File: src/rtl/fft_pkg.sv
// Shared FFT definitions: sizing helpers, complex-sample slice bounds,
// the bit-reversal function and the loader state encoding.
package fft_pkg;

    localparam int unsigned DEF_SAMPLES  = 8;
    localparam int unsigned DEF_WIDTH    = 16;
    localparam int unsigned LOG2_SAMPLES = $clog2(DEF_SAMPLES);
    localparam int unsigned PAIR_IDX_W   = (LOG2_SAMPLES > 1) ? LOG2_SAMPLES - 1 : 1;

    // Packed complex layout: imag in the upper half, real in the lower half.
    localparam int unsigned RE_LSB = 0;
    localparam int unsigned RE_MSB = DEF_WIDTH / 2 - 1;
    localparam int unsigned IM_LSB = DEF_WIDTH / 2;
    localparam int unsigned IM_MSB = DEF_WIDTH - 1;

    typedef enum logic {FILL, DRAIN} loader_state_t;

    // Reverses the low nbits of value; bits above nbits come back as zero.
    function automatic logic [31:0] bit_reverse(input logic [31:0] value,
                                                input int unsigned nbits);
        logic [31:0] r;
        r = '0;
        for (int unsigned i = 0; i < 32; i++) begin
            if (i < nbits) begin
                r[5'(i)] = value[5'(nbits - 1 - i)];
            end
        end
        return r;
    endfunction

endpackage

File: src/rtl/fft_sample_ram.sv
// Sample buffer: one synchronous write port, two combinational read ports.
// Contents are never reset.
module fft_sample_ram #(
    parameter int unsigned  DEPTH = 8,
    parameter int unsigned  WIDTH = 16,
    localparam int unsigned AW    = $clog2(DEPTH)
) (
    input  logic             i_clk,
    input  logic             i_we,
    input  logic [AW-1:0]    i_waddr,
    input  logic [WIDTH-1:0] i_wdata,
    input  logic [AW-1:0]    i_raddr_a,
    input  logic [AW-1:0]    i_raddr_b,
    output logic [WIDTH-1:0] o_rdata_a,
    output logic [WIDTH-1:0] o_rdata_b
);

    logic [WIDTH-1:0] r_mem [DEPTH];

    always_ff @(posedge i_clk) begin
        if (i_we) begin
            r_mem[i_waddr] <= i_wdata;
        end
    end

    assign o_rdata_a = r_mem[i_raddr_a];
    assign o_rdata_b = r_mem[i_raddr_b];

endmodule

File: src/rtl/fft_bitrev_loader.sv
// FFT input stage: writes a frame at bit-reversed addresses, then drains
// adjacent slot pairs to the first butterfly stage.
module fft_bitrev_loader
    import fft_pkg::*;
#(
    parameter int unsigned  SAMPLES = DEF_SAMPLES,
    parameter int unsigned  WIDTH   = DEF_WIDTH,
    localparam int unsigned AW      = $clog2(SAMPLES),
    localparam int unsigned PIW     = (SAMPLES > 2) ? $clog2(SAMPLES / 2) : 1
) (
    input  logic             clk,
    input  logic             reset,
    input  logic             in_valid,
    output logic             in_ready,
    input  logic [WIDTH-1:0] in_data,
    input  logic             in_last,
    output logic             pair_valid,
    input  logic             pair_ready,
    output logic [WIDTH-1:0] pair_a,
    output logic [WIDTH-1:0] pair_b,
    output logic [PIW-1:0]   pair_index,
    output logic             frame_done,
    output logic             frame_error
);

    localparam logic [AW-1:0]  WR_LAST = AW'(SAMPLES - 1);
    localparam logic [PIW-1:0] RD_LAST = PIW'(SAMPLES / 2 - 1);

    loader_state_t    r_state, w_state_d;
    logic [AW-1:0]    r_wr_cnt, w_wr_cnt_d;
    logic [PIW-1:0]   r_rd_cnt, w_rd_cnt_d;
    logic             r_frame_done, w_frame_done_d;
    logic             r_frame_error, w_frame_error_d;
    logic             w_accept, w_pair_fire, w_we;
    logic [AW-1:0]    w_waddr, w_raddr_a, w_raddr_b;
    logic [WIDTH-1:0] w_rdata_a, w_rdata_b;

    assign in_ready    = (r_state == FILL);
    assign pair_valid  = (r_state == DRAIN);
    assign w_accept    = in_valid & in_ready;
    assign w_pair_fire = pair_valid & pair_ready;
    // Reset wins over a same-cycle handshake, so the buffer is not touched.
    assign w_we        = w_accept & ~reset;

    assign w_waddr   = AW'(bit_reverse(32'(r_wr_cnt), AW));
    assign w_raddr_a = AW'({r_rd_cnt, 1'b0});
    assign w_raddr_b = AW'({r_rd_cnt, 1'b1});

    fft_sample_ram #(
        .DEPTH (SAMPLES),
        .WIDTH (WIDTH)
    ) u_ram (
        .i_clk     (clk),
        .i_we      (w_we),
        .i_waddr   (w_waddr),
        .i_wdata   (in_data),
        .i_raddr_a (w_raddr_a),
        .i_raddr_b (w_raddr_b),
        .o_rdata_a (w_rdata_a),
        .o_rdata_b (w_rdata_b)
    );

    always_comb begin
        w_state_d       = r_state;
        w_wr_cnt_d      = r_wr_cnt;
        w_rd_cnt_d      = r_rd_cnt;
        w_frame_done_d  = 1'b0;
        w_frame_error_d = 1'b0;
        case (r_state)
            FILL: begin
                if (w_accept) begin
                    if (r_wr_cnt == WR_LAST) begin
                        w_wr_cnt_d      = '0;
                        w_state_d       = DRAIN;
                        w_frame_error_d = ~in_last;
                    end else if (in_last) begin
                        // Truncated frame: flag it and restart the fill.
                        w_wr_cnt_d      = '0;
                        w_frame_error_d = 1'b1;
                    end else begin
                        w_wr_cnt_d = r_wr_cnt + AW'(1);
                    end
                end
            end
            DRAIN: begin
                if (w_pair_fire) begin
                    if (r_rd_cnt == RD_LAST) begin
                        w_rd_cnt_d     = '0;
                        w_state_d      = FILL;
                        w_frame_done_d = 1'b1;
                    end else begin
                        w_rd_cnt_d = r_rd_cnt + PIW'(1);
                    end
                end
            end
            default: w_state_d = FILL;
        endcase
    end

    always_ff @(posedge clk) begin
        if (reset) begin
            r_state       <= FILL;
            r_wr_cnt      <= '0;
            r_rd_cnt      <= '0;
            r_frame_done  <= 1'b0;
            r_frame_error <= 1'b0;
        end else begin
            r_state       <= w_state_d;
            r_wr_cnt      <= w_wr_cnt_d;
            r_rd_cnt      <= w_rd_cnt_d;
            r_frame_done  <= w_frame_done_d;
            r_frame_error <= w_frame_error_d;
        end
    end

    assign pair_a      = pair_valid ? w_rdata_a : '0;
    assign pair_b      = pair_valid ? w_rdata_b : '0;
    assign pair_index  = pair_valid ? r_rd_cnt : '0;
    assign frame_done  = r_frame_done;
    assign frame_error = r_frame_error;

endmodule

File: config.mk
export PLATFORM = sky130hd
export DESIGN_NAME = fft_bitrev_loader
export DESIGN_NICKNAME = d
export VERILOG_FILES = /design/src/rtl/fft_pkg.sv /design/src/rtl/fft_sample_ram.sv /design/src/rtl/fft_bitrev_loader.sv
export SDC_FILE = /design/constraint.sdc
export NUM_CORES = 1
export LEC_CHECK = 0
export CAP_MARGIN = 20
export CORE_AREA = 2 2 150 152
export CTS_BUF_LIST = sky130_fd_sc_hd__clkbuf_8
export CTS_CLUSTER_SIZE = 14
export DETAILED_ROUTE_END_ITERATION = 16
export DIE_AREA = 0 0 152 154
export GPL_ROUTABILITY_DRIVEN = 0
export PLACE_DENSITY_LB_ADDON = 0.2
export SETUP_SLACK_MARGIN = 0.1
export SKIP_CTS_REPAIR_TIMING = 1
export SLEW_MARGIN = 20
export SYNTH_ARGS = -nofsm -noshare
export SYNTH_HDL_FRONTEND = slang
export SYNTH_SLANG_ARGS = --single-unit
File: constraint.sdc
create_clock -name clk -period 2 [get_ports clk]
set_input_delay 0.4 -clock clk [delete_from_list [all_inputs] [get_ports clk]]
set_output_delay 0.4 -clock clk [all_outputs]
set_load 0.005 [all_outputs]
==> metrics.yaml <==
synth-seq-cells: 138
die-area_sq_mm: 0.0234
drc_errors: 0
die_h_microns: 154
fp.dieW_microns: 152
maxCapViolations: 0
cts_made_buffers: 17
postSynthCellCount: 298
fin_area_sq_mm: 0.00748
num_vias: 3057
grt_pass1_vias: 3061
crit_chain: "buf_8 -> buf_12 -> clkbuf_16 -> buf_8 -> mux2i_2 -> o22ai_1 -> buf_2"
synth.largest_area_cell: "edfxtp_1"
root_buffer: "clkbuf_8"
worstSetupPathType: "reg -> out"
hp-class: "reg -> reg"
grt_pass1_wl_mm: 18.3
ir_drop_mv: 0.412
row_count: 54
num_antenna_cells: 0
vias_per_cell: 4.28
rr_worst_depth: 5
cp-start-kind: "register"
synth_nets: 327
outcome: "complete, but fails checks"
place_area_sq_mm: 0.00659
area_growth_pct: 38.6
p_per_area_mw_per_mm2: 692
fin_skew_ns: 0.00657
cpMaxStageDelayCell: "dfxtp_4"
setup_viol: 26
min_path_cells: 2
period_needed_ns: 2.16
antenna_found_initial: 0
rsz0062_at_grt: "true"
final_common_cell: "edfxtp_1"
post-route-util_pct: 34.5
synth_top_area_share_pct: 71.2
slowest_delay_ns: 0.36
arrival_ns: 1.76
fin_ws_ns: -0.160
drtPass1Iterations: 4
tns_ns: -2.03
critPathMostFrequentCell: "buf_8"
slew_headroom_pct: 73.5
grt_max_degree: 30
overflow: 0
place_ws_ns: -0.0377
cp_max_fo: 5
hold_viol: 0
cts.path.max_buffers: 2
clock-sinks: 138
violations: "setup timing"
routed_wirelength_mm: 12.9
synth.area.top_cells: "edfxtp_1, mux2i_1, o22ai_1, dfxtp_1, ha_1"
yosysSeqAreaShare_pct: 75.0
r2r-start: "pair_valid$_SDFF_PP0_"
start_util_pct: 24.9
synth_area_sq_mm: 0.00540
syn-mean-instance-area_sq_um: 18.1
fillCellCount: 2074
holdCritStartpoint: "r_wr_cnt[1]$_SDFFE_PP0P_"
cts.clk_slew.worst_paths_ns: 0.07
period_share_pct: 108
cts_tree: "done"
r2r_slack_ns: 0.25
worst_pin_slew_ns: 0.396
yosysWarnings: 0
slew_violations: 0
min_to: "r_wr_cnt[1]$_SDFFE_PP0P_"
end_kind: "primary output"
finalNetCount: 454
drive_above_1_share_pct: 37.8
cts_htree_levels: 4
layout_common_cells: "edfxtp_1, mux2i_1, buf_4, buf_2, clkdlybuf4s50_1"
p_total_w: 0.00518
grtUsageTotal_pct: 10.6
fmax_mhz: 463
portBuffers: 58
core_area_sq_mm: 0.0217
dr.first_iter.drc_count: 194
pin_count: 59
worstPathRequired_ns: 1.60
p_leak_nw: 2.56
dp_hpwl_mm: 7.81
yosysUniqueCellTypes: 31
clk_latency_ns: 0.44
r2r_end: "u_ram.r_mem[4][6]$_DFFE_PP_"
ant_nets: 0
routedWlPerCell_microns: 18.0
## cell families after synthesis
logic type / Yosys count / share of synthesized area [%]
flops: 138 / 75.0
mux: 65 / 12.1
compound gates: 40 / 4.96
simple gates: 27 / 3.62
buf+inv: 19 / 2.39
fa+ha+maj: 8 / 1.86
xor+xnor: 1 / 0.162
## cell usage after synthesis
cell and n:
edfxtp_1 128, mux2i_1 65, o22ai_1 33, dfxtp_1 10
and2_1 8, ha_1 8, buf_4 6, buf_6 4
inv_1 4, a21bo_2 3, a21oi_1 3, and3_1 3
nand2b_1 3, clkbuf_1 2, or4b_1 2, buf_1 1
buf_2 1, clkbuf_4 1, nand2_1 1, nand2_2 1
nand3_1 1, nand3b_1 1, nand4bb_1 1, nor2b_1 1
nor3_1 1, nor3b_1 1, nor4b_2 1, o32ai_2 1
or2_2 1, or4b_4 1, xor2_1 1
## critical path, delay by kind of cell, from the launching register on
kind                   cells  cell delay [ns]
buffers and inverters      5             0.69
flip-flops                 1             0.36
multiplexers               1             0.14
AO/OA/AOI/OAI              1             0.13
## flip-flops by register name, summed over array words and instances, names as in the netlist, named ones only
signal,flops
frame_done,1
frame_error,1
pair_valid,1
r_rd_cnt,2
r_wr_cnt,3
u_ram.r_mem,128
## stage by stage
stage	instances	hold slack, ns
floorplan	298	0.481
global route	714	0.555
detailed placement	652	0.510
finish	714	0.523
global placement	652	0.500
CTS	680	0.520
## where the power goes
part / switching, W / internal (W) / total [W]
combinational: 0.0000767 / 0.0000643 / 0.000141
sequential: 0.00000998 / 0.00318 / 0.00319
clock: 0.000943 / 0.000908 / 0.00185
total: 0.00103 / 0.00415 / 0.00518
## final cells by class
| cell class | instances | area [sq um] | area share, % |
|---|---|---|---|
| Timing Repair Buffer | 123 | 1280 | 17.1 |
| Clock inverter | 11 | 68.8 | 0.920 |
| Multi-Input combinational cell | 141 | 1480 | 19.8 |
| Sequential cell | 138 | 4050 | 54.2 |
| Tap cell | 280 | 350 | 4.69 |
| Inverter | 4 | 15.0 | 0.201 |
| Clock buffer | 17 | 234 | 3.13 |
## routing by layer
layer,vias up,global-route usage [%],wire (microns)
met2,60,17.0,6150
met5,-,0,0
li1,1436,-,-
met3,18,3.02,403
met1,1543,13.2,6010
met4,0,4.98,282
## how the worst max path moves through the flow
stage                     startpoint                           to  cells after the start
final                       register                    pair_a[3]                      7
after global routing        register                    pair_a[3]                      7
after CTS                   register                   pair_a[10]                      5
after detailed placement       reset  u_ram.r_mem[4][1]$_DFFE_PP_                      4
after global placement         reset  u_ram.r_mem[4][3]$_DFFE_PP_                      4
after floorplan                reset  u_ram.r_mem[1][0]$_DFFE_PP_                      3
Note: power is estimated with default switching activity, not from simulation.
